File: config.mk
export PLATFORM = sky130hd
export DESIGN_NAME = frame_burst_sequencer
export DESIGN_NICKNAME = d
export VERILOG_FILES = /design/src/rtl/frame_burst_sequencer.sv
export SDC_FILE = /design/constraint.sdc
export NUM_CORES = 1
export LEC_CHECK = 0
export ABC_AREA = 1
export ABC_CLOCK_PERIOD_IN_PS = 3400
export BUFFER_PORTS_ARGS = -buffer_cell sky130_fd_sc_hd__buf_2
export CAP_MARGIN = 25
export CORE_ASPECT_RATIO = 1.25
export CORE_MARGIN = 5
export CORE_UTILIZATION = 58
export DETAILED_ROUTE_END_ITERATION = 8
export PLACE_DENSITY_LB_ADDON = 0.08
export SKIP_LAST_GASP = 1
export SYNTH_ARGS = -nofsm -noshare
export SYNTH_HDL_FRONTEND = slang
export SYNTH_SLANG_ARGS = --single-unit
File: constraint.sdc
create_clock -name clock -period 3.4 [get_ports clock]
set_input_delay 0.68 -clock clock [delete_from_list [all_inputs] [get_ports clock]]
set_output_delay 0.68 -clock clock [all_outputs]
set_load 0.02 [all_outputs]
File: src/rtl/frame_burst_sequencer.sv
// frame_burst_sequencer: walks one frame as lines x (full bursts + optional
// tail), issues one burst command per step over valid/ready, and emits the
// single-cycle strobes the address generator consumes after each burst.
module frame_burst_sequencer #(
    parameter int LSIZE       = 12,
    parameter int BSIZE       = 12,
    parameter int LENSIZE     = 8,
    parameter int BURST_LEN   = 64,
    parameter int ADDR_SETTLE = 3
) (
    input  logic               clock,
    input  logic               rst,
    input  logic               enable,
    input  logic               frame_start,
    input  logic [LSIZE-1:0]   lines,
    input  logic [BSIZE-1:0]   bursts_per_line,
    input  logic [LENSIZE-1:0] tail_len,
    output logic               cmd_valid,
    input  logic               cmd_ready,
    output logic [LENSIZE-1:0] cmd_len,
    output logic               cmd_last_line,
    output logic               cmd_last_frame,
    input  logic               burst_resp,
    output logic               new_base,
    output logic               burst_done,
    output logic               tail_done,
    output logic               frame_done,
    output logic               busy
);

    localparam int SW = (ADDR_SETTLE > 1) ? $clog2(ADDR_SETTLE) : 1;

    typedef enum logic [2:0] {
        S_IDLE, S_BASE, S_ISSUE, S_WAIT, S_STROBE, S_SETTLE, S_FEND
    } state_t;

    state_t             state, state_nxt;
    logic [LSIZE-1:0]   lines_q, line_cnt, line_src;
    logic [BSIZE-1:0]   bpl_q;
    logic [LENSIZE-1:0] tail_q, src_len;
    logic [BSIZE:0]     burst_cnt, burst_src, n_bursts;
    logic [SW-1:0]      settle_cnt;
    logic               raised;
    logic               frame_empty, src_last_line, src_last_frame;

    assign n_bursts    = {1'b0, bpl_q} + (BSIZE+1)'(tail_q != '0);
    assign frame_empty = (lines_q == '0) || (n_bursts == '0);

    // Position of the next command: origin in BASE, one step ahead in STROBE.
    always_comb begin
        line_src  = '0;
        burst_src = '0;
        if (state == S_STROBE) begin
            if (cmd_last_line) begin
                line_src = line_cnt + LSIZE'(1);
            end else begin
                line_src  = line_cnt;
                burst_src = burst_cnt + (BSIZE+1)'(1);
            end
        end
        src_last_line  = (burst_src == n_bursts - (BSIZE+1)'(1));
        src_last_frame = src_last_line && (line_src == lines_q - LSIZE'(1));
        src_len        = (tail_q != '0 && src_last_line) ? tail_q : LENSIZE'(BURST_LEN);
    end

    // State register.
    always_ff @(posedge clock or posedge rst) begin
        if (rst) state <= S_IDLE;
        else     state <= state_nxt;
    end

    // Next state and decoded outputs.
    always_comb begin
        state_nxt  = state;
        cmd_valid  = 1'b0;
        new_base   = 1'b0;
        burst_done = 1'b0;
        tail_done  = 1'b0;
        frame_done = 1'b0;
        busy       = (state != S_IDLE);
        case (state)
            S_IDLE:   if (frame_start) state_nxt = S_BASE;
            S_BASE: begin
                new_base  = 1'b1;
                state_nxt = frame_empty ? S_FEND : S_ISSUE;
            end
            S_ISSUE: begin
                // once raised, valid holds until accepted regardless of enable
                cmd_valid = enable || raised;
                if (cmd_valid && cmd_ready) state_nxt = S_WAIT;
            end
            S_WAIT:   if (burst_resp) state_nxt = S_STROBE;
            S_STROBE: begin
                tail_done  = cmd_last_line;
                burst_done = !cmd_last_line;
                state_nxt  = cmd_last_frame ? S_FEND : S_SETTLE;
            end
            S_SETTLE: if (settle_cnt == SW'(ADDR_SETTLE - 1)) state_nxt = S_ISSUE;
            S_FEND: begin
                frame_done = 1'b1;
                state_nxt  = S_IDLE;
            end
            default:  state_nxt = S_IDLE;
        endcase
    end

    // Frame parameters, walk counters and registered command fields.
    always_ff @(posedge clock or posedge rst) begin
        if (rst) begin
            lines_q        <= '0;
            bpl_q          <= '0;
            tail_q         <= '0;
            line_cnt       <= '0;
            burst_cnt      <= '0;
            cmd_len        <= '0;
            cmd_last_line  <= 1'b0;
            cmd_last_frame <= 1'b0;
        end else begin
            if (state == S_IDLE && frame_start) begin
                lines_q <= lines;
                bpl_q   <= bursts_per_line;
                tail_q  <= tail_len;
            end
            if (state == S_BASE || state == S_STROBE) begin
                line_cnt       <= line_src;
                burst_cnt      <= burst_src;
                cmd_len        <= src_len;
                cmd_last_line  <= src_last_line;
                cmd_last_frame <= src_last_frame;
            end
        end
    end

    // Settle timer and the sticky-valid flag.
    always_ff @(posedge clock or posedge rst) begin
        if (rst) begin
            settle_cnt <= '0;
            raised     <= 1'b0;
        end else begin
            if (state == S_STROBE)      settle_cnt <= '0;
            else if (state == S_SETTLE) settle_cnt <= settle_cnt + SW'(1);
            raised <= (state == S_ISSUE) && cmd_valid && !cmd_ready;
        end
    end

endmodule

# After elaboration in Yosys (flattened, before gate mapping)
# Cells that the tools add are included.
word_totals:
  wordCells: 67
  inputBits: 38
  out_inout_bits: 16
  register_bits: 73
classes:
  n_reduce_logical: 18
  n_mux: 19
  add_sub_neg: 6
  eq_ne: 13
op_table:
  columns: ["operator", "count"]
  rows:
  - ["two-way mux 13 bit", 2]
  - ["two-way mux 12 bit", 2]
  - ["case mux 3 bit (6 select lines)", 1]
  - ["two-way mux 3 bit", 5]
  - ["adder 12 x 1 -> 13 bit", 1]
  - ["adder 13 x 1 -> 13 bit (second input constant)", 1]
  - ["equality test 13 bit", 1]
  - ["logical NOT 13 bit", 1]
  - ["subtractor 13 x 1 -> 13 bit (second input constant)", 1]
  - ["adder 12 x 1 -> 12 bit (second input constant)", 1]
  - ["equality test 12 bit", 1]
  - ["logical NOT 12 bit", 1]
  - ["subtractor 12 x 1 -> 12 bit (second input constant)", 1]
  - ["equality test 3 bit (second input constant)", 3]
  - ["two-way mux 8 bit", 1]
  - ["!= test 2 bit (second input constant)", 4]
  - ["nonzero test 8 bit", 1]
  - ["equality test 3 x 2 -> 1 bit (second input constant)", 2]
  - ["logical AND 1 bit", 6]
  - ["two-way mux 2 bit", 3]
  - ["two-way mux 1 bit", 5]
  - ["AND reduction 4 bit", 1]
  - ["equality test 3 x 1 -> 1 bit (second input constant)", 1]
  - ["logical NOT 3 bit", 1]
  - ["other kinds (6)", 9]

# Logic depth before layout (Yosys ltp)
# Gate-level depths: netlist (run 1).
depth:
  ltp_word: 6
  mapped_depth: 21
  depth_no_buf: 21

# Worst setup path after synthesis (run 1)
# Ideal clock, no wire load.
synth_timing:
  kind: "flip-flop to flip-flop"
  start: "reg tail_q[0]"
  end: "reg cmd_len[6]"
  t_arrival_ns: 2.649
  synth_period_minus_slack_ns: 2.766
  path_stages_with_launch: 20
  setup_ns: 0.117
  path_slack_ns: 0.634
  t_required_ns: 3.283
  path_cell_list: "dfrtp_1 > nor4_1 > nand2_1 > ha_1 > ha_1 > inv_1 > ha_1 > nand3_2 > nor2_2 > nand2_2 > nor2_4 > nand2_2 > nor2_4 > nand2_1 > nand2_1 > nand2_1 > nor2_2 > nand3_4 > nor2_2 > nor2_1"
synth_via:
  elab_chain_cells: 6
synth_lines:
  columns: ["element", "line", "source"]
  rows:
  - ["start, declared", "40", "logic [LENSIZE-1:0] tail_q, src_len;"]
  - ["start signal, assigned", "122", "tail_q <= tail_len;"]
  - ["nonzero test 8 bit *", "46, 63", null]
  - ["adder 12 x 1 -> 13 bit", "46", "assign n_bursts = {1'b0, bpl_q} + (BSIZE+1)'(tail_q != '0);"]
  - ["subtractor 13 x 1 -> 13 bit", "61", "src_last_line = (burst_src == n_bursts - (BSIZE+1)'(1));"]
  - ["equality test 13 bit", "61", null]
  - ["logical AND 1 bit *", "63", "src_len = (tail_q != '0 && src_last_line) ? tail_q : LENSIZE'(BURST_LEN);"]
  - ["two-way mux 8 bit *", "63", null]
  - ["end signal, assigned", "127", "cmd_len <= src_len;"]
  - ["end, declared", "20", "output logic [LENSIZE-1:0] cmd_len,"]
# Every way passes the cells marked *; elsewhere a longest branch is shown, timed or not.
# A chain may end at the register's enable or synchronous reset.

# Worst setup path in the final report (run 1)
layout_timing:
  start: "reg tail_q[1]"
  end: "reg cmd_len[6]"
# Same word-level chain as after synthesis.

==> flow_summary.json, run 1 <==
{
  "drive_above_1_share_pct": 17.8,
  "required_ns": 3.66,
  "synth_nets": 698,
  "synth_area_leaders": "dfrtp_1, nand2_1, nor2_1",
  "max_freq_mhz": 318,
  "dieArea_mm2": 0.00992,
  "p_comb_share_pct": 45.8,
  "start_util_pct": 59.7,
  "power_mw": 3.64,
  "p_leak_nw": 2.60,
  "fin_nets": 754,
  "criticalPathCategory": "reg -> reg",
  "syn2layout_area_growth_pct": 11.8,
  "synth_edf_count": 0,
  "vias_per_cell": 5.41,
  "relSlewSlack_pct": 51.6,
  "grt_start_max_net_pins": 40,
  "pre_cts_ws_ns": 0.273,
  "synth-seq-area-share_pct": 39.3,
  "antenna_cells": 0,
  "postCtsSetupRepairBufs": 0,
  "dp_hpwl_um": 8610,
  "worstMarginPinSlew_ns": 0.726,
  "synth.avg_cell_area_um2": 7.12,
  "clockBufferDepth": 2,
  "clock-root-buffer": "clkbuf_8",
  "postCtsHoldBufs": 0,
  "slew_viol_final": 0,
  "hp-class": "in -> async",
  "syn_inst": 653,
  "rows": 36,
  "fin_setup_tns_ns": 0,
  "setup_viol": 0,
  "fin_hold_ws_ns": 0.434,
  "cts-resized-gates": 0,
  "cts_buffers": 9,
  "core_mm2": 0.00779,
  "htree_levels": 3,
  "syn_area_mm2": 0.00465,
  "route.vias.total": 4373,
  "synth_common_cells": "nand2_1, nor2_1, dfrtp_1, inv_1, nand3_1",
  "post-route-min-period_ns": 3.14,
  "cts.reportedPaths.clkPinSlew_ns": 0.08,
  "grt_first_pass_wirelength_um": 18800,
  "rsz0062_at_grt": "false",
  "grt_pass1_vias": 4177,
  "antenna_left": 0,
  "worstSkewPairLatency_ns": 0.36,
  "port_buffers": 53,
  "synth-main-ff-cell": "dfrtp_1",
  "dr.pass1.iters": 5,
  "crit_arrival_ns": 3.40,
  "cts.sinks": 73,
  "synth.largest_area_cell": "dfrtp_1",
  "grt_overflow": 0,
  "pin_count": 54,
  "fillers": 724,
  "synth_top_area_share_pct": 39.3,
  "p_sw_mw": 1.65,
  "crit_fanout": 10,
  "swShare_pct": 45.4,
  "drc": 0,
  "yosysMostFrequentCell": "nand2_1",
  "synth_seq_cells": 73,
  "hold_violations": 0,
  "grt.total_usage_pct": 23.3,
  "internal-power_mw": 1.99,
  "grt_antenna_before_repair": 0,
  "synth.distinct_cells": 33,
  "status": "complete, no violations",
  "cp-start-kind": "register",
  "place_congestion": 0.909,
  "post-route-util_pct": 66.7,
  "die_w_um": 90.1,
  "cap_violations": 0,
  "finalCritPeriodShare_pct": 92.5,
  "routed_wl_um": 11000,
  "seqPwrFrac_pct": 36.5,
  "p_per_area_mw_per_mm2": 701,
  "first_iter_violations": 249,
  "clkPwrFrac_pct": 17.6,
  "ir_drop_uv": 485,
  "ys_async_sr_fraction_pct": 100,
  "postLayoutSetupSlackWorst_ns": 0.256,
  "tritoncts": "done",
  "r2r_slack_ns": 0.26,
  "synth.yosys.warnings": 0,
  "wl_per_cell_um": 13.5,
  "crit_path_end_kind": "register",
  "finalClockSkew_ns": 0.0127,
  "chipHeight_um": 110
}
==> through the flow <==
stage | area (µm²) | std cells
2_1_floorplan | 4650 | 653
3_3_place_gp | 5010 | 793
3_5_place_dp | 5010 | 793
4_1_cts | 5200 | 809
5_1_grt | 5200 | 809
6_report | 5200 | 809
==> power groups by stage <==
stage	logic [mW]	registers (mW)	clock network (mW)
after global routing	1.88	1.37	0.693
after detailed placement	1.66	1.34	0
after global placement	1.61	1.33	0
final	1.67	1.33	0.642
after CTS	1.67	1.33	0.649
after floorplan	1.34	1.26	0
==> cell families (layout without fill, tap and decap cells) <==
logic type	Yosys count	after routing	share of synthesized area, %
AO/OA/AOI/OAI	77	77	9.10
XOR/XNOR	18	18	3.39
adder cells (fa/ha/maj)	7	7	1.88
buffers and inverters	92	153	7.83
flip-flops	73	73	39.3
multiplexers	12	12	2.91
AND/OR/NAND/NOR	374	374	35.6
==> flip-flops by register name (all words and copies together) (netlist names), 2 cells and up <==
| register | cells |
|---|---|
| state | 3 |
| settle_cnt | 2 |
| tail_q | 8 |
| lines_q | 12 |
| burst_cnt | 13 |
| cmd_len | 8 |
| line_cnt | 12 |
| bpl_q | 12 |
==> path summary, 6_finish.rpt <==
kind                                         from                       end  depth (start not counted)
hold reg to reg            cmd_len[7]$_DFFE_PP0P_    cmd_len[7]$_DFFE_PP0P_                          2
max in group asynchronous                     rst  burst_cnt[5]$_DFFE_PP0P_                          3
setup reg to reg            tail_q[1]$_DFFE_PP0P_    cmd_len[6]$_DFFE_PP0P_                         19
min in group clock                      cmd_ready          raised$_DFF_PP0_                          2
hold / removal                                rst      state[1]$_DFFE_PP0P_                          2
setup / recovery            tail_q[1]$_DFFE_PP0P_    cmd_len[6]$_DFFE_PP0P_                         19
==> critical path, stage by stage, from the launching register on <==
cell and delay [ns]:
dfrtp_1 0.40, nor4_1 0.29, nand2_1 0.14, ha_1 0.28
ha_1 0.32, inv_1 0.06, ha_1 0.17, nand3_2 0.12
nor2_2 0.16, nand2_2 0.09, nor2_4 0.12, nand2_2 0.08
nor2_4 0.11, nand3b_2 0.11, nand2_1 0.08, nand2_1 0.05
nand2_1 0.10, nand3_4 0.19, nor2_2 0.12, nor2_1 0.05
==> per-layer routing <==
metal  part of all wire (%)  track usage, %  vias up
met5                      0               0        -
met4                    1.5            7.77        0
met3                    5.7            4.14       14
met2                     48            39.2      122
met1                     45            30.6     2026
li1                       -               -     2211
==> layout by cell type (no fill, tap or decap), types with 14 or more instances in the layout <==
| cell | n |
|---|---|
| a21oi_1 | 30 |
| buf_2 | 53 |
| dfrtp_1 | 73 |
| inv_1 | 70 |
| nand2_1 | 178 |
| nand3_1 | 52 |
| nand4_1 | 14 |
| nor2_1 | 85 |
| o21ai_0 | 32 |
| xor2_1 | 14 |
==> final cells by class <==
cell class | instances | area, µm² | share of cell area [%]
clock inverters | 4 | 27.5 | 0.530
multi-input cells | 488 | 2460 | 47.4
well taps | 95 | 119 | 2.29
repair buffers | 56 | 300 | 5.78
flip-flops and latches | 73 | 1830 | 35.2
clock buffers | 12 | 155 | 2.99
inverters | 81 | 304 | 5.85
Power figures use the tool's default switching activity.
==> run 2, diff against run 1 <==
CORE_ASPECT_RATIO = 1.5   (was 1.25)
==> flow_summary.json, run 2 (same netlist as run 1, synthesis figures left out) <==
{
  "cts-resized-gates": 0,
  "cts_buffers": 9,
  "grt.total_usage_pct": 23.5,
  "clock-root-buffer": "clkbuf_16",
  "post-route-min-period_ns": 3.07,
  "crit_path_frequent_cell": "nand2_1",
  "required_ns": 3.63,
  "design_area_mm2": 0.00537,
  "r2r_slack_ns": 0.33,
  "grt_pass1_vias": 4314,
  "reg2reg_depth": 19,
  "cp-start-kind": "register",
  "port_buffers": 53,
  "startpoint": "tail_q[0]$_DFFE_PP0P_",
  "pre_cts_ws_ns": 0.285,
  "relSlewSlack_pct": 50.4,
  "dp_hpwl_um": 8800,
  "seqPwrFrac_pct": 33.0,
  "fillers": 712,
  "syn2layout_area_growth_pct": 15.4,
  "layout_common_cells": "nand2_1, nor2_1, dfrtp_1",
  "p_comb_share_pct": 41.9,
  "pin_count": 54,
  "grt_first_pass_wirelength_um": 19100,
  "worstMarginPinSlew_ns": 0.743,
  "fin_hold_ws_ns": 0.403,
  "ir_drop_uv": 546,
  "rows": 40,
  "crit_chain": "nor4_2, nand2_1, ha_2, ha_1, inv_1, ha_1, nand3_2, nor2_2, nand2_2, nor2_4, nand2_2, nor2_4, nand2_1, nand2_1, nand2_1, nor2_2, nand3_4, nor2_2, nor2_1",
  "place_congestion": 0.903,
  "start_util_pct": 58.8,
  "multiInputGateArea_mm2": 0.00248,
  "vias_per_cell": 5.36,
  "wl_per_cell_um": 13.9,
  "crit_path_end_kind": "register",
  "die_w_um": 83.1,
  "postLayoutSetupSlackWorst_ns": 0.332,
  "status": "complete, no violations",
  "power_mw": 4.04,
  "clockBufferDepth": 2,
  "antenna_cells": 0,
  "grt_start_max_net_pins": 46,
  "r2r_start": "tail_q[0]$_DFFE_PP0P_",
  "first_iter_violations": 274,
  "seq_area_mm2": 0.00183,
  "clkPwrFrac_pct": 25.2,
  "route.vias.total": 4402,
  "dpl-instance-area_mm2": 0.00503,
  "swShare_pct": 42.2,
  "crit_arrival_ns": 3.29,
  "drive_above_1_share_pct": 18.4,
  "largest_register_ffs": 13,
  "max_freq_mhz": 326,
  "chipHeight_um": 120,
  "grt_overflow": 0,
  "cap_violations": 0,
  "internal-power_mw": 2.34,
  "core_mm2": 0.00791,
  "slew_viol_final": 0,
  "cts.sinks": 73,
  "dr.pass1.iters": 5,
  "routed_wl_um": 11400,
  "grt_antenna_before_repair": 0,
  "finalCritPeriodShare_pct": 90.2,
  "p_per_area_mw_per_mm2": 753,
  "fin_setup_tns_ns": 0,
  "hp-class": "in -> async",
  "htree_levels": 3,
  "postCtsHoldBufs": 0,
  "worstSkewPairLatency_ns": 0.33,
  "antenna_left": 0,
  "worst_path_max_delay_cell": "dfrtp_1",
  "p_leak_nw": 2.67,
  "cts.reportedPaths.clkPinSlew_ns": 0.06,
  "largest-register": "burst_cnt",
  "rr_endpoint": "cmd_len[6]$_DFFE_PP0P_",
  "criticalPathCategory": "reg -> reg",
  "layout_commonest_cell": "nand2_1",
  "setup_viol": 0,
  "hold_violations": 0,
  "tritoncts": "done",
  "max_stage_delay_ns": 0.39,
  "p_sw_mw": 1.70,
  "fin_nets": 756,
  "drc": 0,
  "rsz0062_at_grt": "false",
  "dieArea_mm2": 0.00994,
  "crit_fanout": 10,
  "postCtsSetupRepairBufs": 0,
  "finalClockSkew_ns": 0.00546
}
==> run 2: cell count changes in the layout (fill, tap and decap cells not counted) <==
| cell | before | now |
|---|---|---|
| buf_12 | 1 | 0 |
| nor4_1 | 2 | 0 |
| buf_4 | 2 | 5 |
| ha_1 | 7 | 6 |
| clkinv_2 | 1 | 0 |
| clkbuf_8 | 11 | 0 |
| clkinv_4 | 0 | 2 |
| clkinvlp_4 | 3 | 2 |
| nor4_2 | 0 | 2 |
| ha_2 | 0 | 1 |
| bufinv_16 | 0 | 2 |
| clkbuf_16 | 0 | 9 |
==> run 2: cell type report <==
class | instances | area share (%)
Multi-Input combinational cell | 488 | 46.2
Sequential cell | 73 | 34.0
Inverter | 81 | 5.67
Timing Repair Buffer | 58 | 5.64
Clock buffer | 10 | 4.27
Tap cell | 105 | 2.45
Clock inverter | 6 | 1.73
==> run 2: routing by layer <==
layer,share of wire (%),wire [µm],vias up,track usage [%]
li1,-,-,2220,-
met5,0,0,-,0
met1,39,4420,2048,25.2
met2,54,6160,103,43.6
met3,3.5,397,31,3.98
met4,3.9,441,0,12.3
==> run 2: stage by stage <==
stage                     instances  utilization [%]
after floorplan                 653                -
after global placement          805             63.6
after detailed placement        805             63.6
after CTS                       821             67.7
after global routing            821             67.8
final                           821             67.8
==> run 2: critical path: cells and delay by family, from the launching register on <==
family | cells | cell delay [ns]
fa+ha+maj | 3 | 0.70
buf+inv | 1 | 0.06
flops | 1 | 0.39
simple gates | 15 | 1.81
==> run 2: worst max path at each step <==
| stage | end | slack (ns) | depth (start not counted) |
|---|---|---|---|
| after detailed placement | cmd_len[6]$_DFFE_PP0P_ | 0.28 | 19 |
| after CTS | cmd_len[6]$_DFFE_PP0P_ | 0.24 | 19 |
| after global placement | cmd_len[6]$_DFFE_PP0P_ | 0.41 | 19 |
| after global routing | cmd_len[6]$_DFFE_PP0P_ | 0.03 | 19 |
| after floorplan | cmd_len[6]$_DFFE_PP0P_ | 0.63 | 19 |
| final | cmd_len[6]$_DFFE_PP0P_ | 0.33 | 19 |
==> run 2: power groups by stage <==
stage | Clock (mW) | Combinational [mW] | Sequential (mW)
after floorplan | 0 | 1.34 | 1.26
after global placement | 0 | 1.64 | 1.32
after detailed placement | 0 | 1.67 | 1.33
after CTS | 1.03 | 1.69 | 1.32
final | 1.02 | 1.69 | 1.33
after global routing | 1.07 | 1.91 | 1.37
==> run 3, diff against run 2 <==
CORE_UTILIZATION = 59   (was 58)
==> flow_summary.json, run 3 (same netlist as run 1, synthesis figures left out) <==
{
  "start_util_pct": 60.7,
  "slew_viol_final": 0,
  "relSlewSlack_pct": 47.4,
  "crit_path_frequent_cell": "nand2_1",
  "setup_viol": 0,
  "cts.reportedPaths.clkPinSlew_ns": 0.06,
  "p_leak_nw": 2.66,
  "grt_overflow": 0,
  "worst_path_max_delay_cell": "dfrtp_1",
  "layout_common_cells": "nand2_1, nor2_1, dfrtp_1",
  "fin_setup_tns_ns": 0,
  "cp.depth": 19,
  "rows": 39,
  "drc": 0,
  "postLayoutSetupSlackWorst_ns": 0.319,
  "worstMarginPinSlew_ns": 0.788,
  "vias_per_cell": 5.31,
  "rsz0062_at_grt": "true",
  "syn2layout_area_growth_pct": 14.5,
  "hold_violations": 0,
  "required_ns": 3.63,
  "instances_no_fill": 817,
  "hp-class": "reg -> reg",
  "startpoint": "tail_q[4]$_DFFE_PP0P_",
  "worstSkewPairLatency_ns": 0.33,
  "reg2reg_depth": 19,
  "place_congestion": 0.927,
  "port_buffers": 53,
  "clock-root-buffer": "clkbuf_16",
  "grt_first_pass_wirelength_um": 18900,
  "layout_commonest_cell": "nand2_1",
  "core_mm2": 0.00766,
  "crit_path_end_kind": "register",
  "grt_pass1_vias": 4280,
  "grt_start_max_net_pins": 41,
  "p_per_area_mw_per_mm2": 739,
  "dieArea_mm2": 0.00979,
  "tritoncts": "done",
  "crit_fanout": 10,
  "routed_wl_um": 11000,
  "largest-register": "burst_cnt",
  "holdPathStages": 2,
  "crit_arrival_ns": 3.31,
  "status": "complete, no violations",
  "first_iter_violations": 295,
  "antenna_left": 0,
  "r2r_start": "tail_q[4]$_DFFE_PP0P_",
  "grt.total_usage_pct": 24.7,
  "finalClockSkew_ns": 0.00719,
  "cap_violations": 0,
  "endpoint": "cmd_len[6]$_DFFE_PP0P_",
  "drive_above_1_share_pct": 18.3,
  "hold_start": "cmd_len[2]$_DFFE_PP0P_",
  "dp_hpwl_um": 8340,
  "pre_cts_ws_ns": 0.240,
  "post-route-min-period_ns": 3.08,
  "die_w_um": 82.5,
  "largest_register_ffs": 13,
  "criticalPathCategory": "reg -> reg",
  "cts.sinks": 73,
  "clockBufferDepth": 2,
  "rr_endpoint": "cmd_len[6]$_DFFE_PP0P_",
  "ir_drop_uv": 572,
  "crit_chain": "nor4_2, nand2_1, ha_1, ha_1, inv_1, ha_1, nand3_2, nor2_2, nand2_2, nor2_4, nand2_2, nor2_4, nand3b_2, nand2_1, nand2_1, nand2_1, nand3_4, nor2_2, nor2_1",
  "r2r_slack_ns": 0.32,
  "chipHeight_um": 119,
  "dr.pass1.iters": 5,
  "fin_nets": 756,
  "cts_buffers": 9,
  "path_buf_inv": 1,
  "route.vias.total": 4336,
  "cp-start-kind": "register",
  "pin_count": 54,
  "crit_family": "simple AND/OR/NAND/NOR gates",
  "grt_antenna_before_repair": 0,
  "dp_cells": 802,
  "post-route-util_pct": 69.5,
  "finalCritPeriodShare_pct": 90.6,
  "wl_per_cell_um": 13.5,
  "htree_levels": 3,
  "max_freq_mhz": 325,
  "antenna_cells": 0,
  "max_stage_delay_ns": 0.39
}
## run 3: through the flow
step                cell area, µm²  hold WS, ns  power [mW]
detailed placement            5020        0.463        3.00
global route                  5320        0.497        4.26
finish                        5320        0.474        3.93
global placement              5020        0.464        2.94
CTS                           5310        0.476        3.94
floorplan                     4650        0.457        2.60
## run 3: routing by layer
layer,vias to the layer above,wire [µm],GRT usage (%)
li1,2214,-,-
met1,1975,4740,31.1
met2,123,5550,40.4
met3,24,436,4.11
met4,0,286,11.7
met5,-,0,0
## run 3: repair_timing
action | CTS | global route
buffers inserted | 0 | 0
hold buffers | 0 | 0
gates resized for setup | 0 | 2
endpoints found under the setup margin | 0 | 10
## run 3: layout make-up
class	instances	area (µm²)
clock buffers	9	225
clock inverters	6	60.1
fillers	663	2340
inverters	81	304
multi-input cells	488	2480
flip-flops and latches	73	1830
well taps	102	128
repair buffers	58	303
## run 3: how the worst min path moves through the flow
stage	to	slack (ns)
floorplan	settle_cnt[1]$_DFFE_PP0P_	0.46
global placement	cmd_len[1]$_DFFE_PP0P_	0.46
detailed placement	cmd_len[2]$_DFFE_PP0P_	0.46
CTS	cmd_len[2]$_DFFE_PP0P_	0.48
global route	cmd_len[2]$_DFFE_PP0P_	0.50
finish	cmd_len[2]$_DFFE_PP0P_	0.47
## run 3: tightest hold or removal path, delay by kind of cell (launching register included)
kind | cells | cell delay [ns]
AO/OA/AOI/OAI | 1 | 0.05
flip-flops | 1 | 0.33
AND/OR/NAND/NOR | 1 | 0.06
## run 3: power by group
part           total, mW  internal (mW)  switching [mW]
Combinational       1.68          0.600            1.08
Clock              0.921          0.559           0.361
Sequential          1.33           1.09           0.236
Total               3.93           2.25            1.68
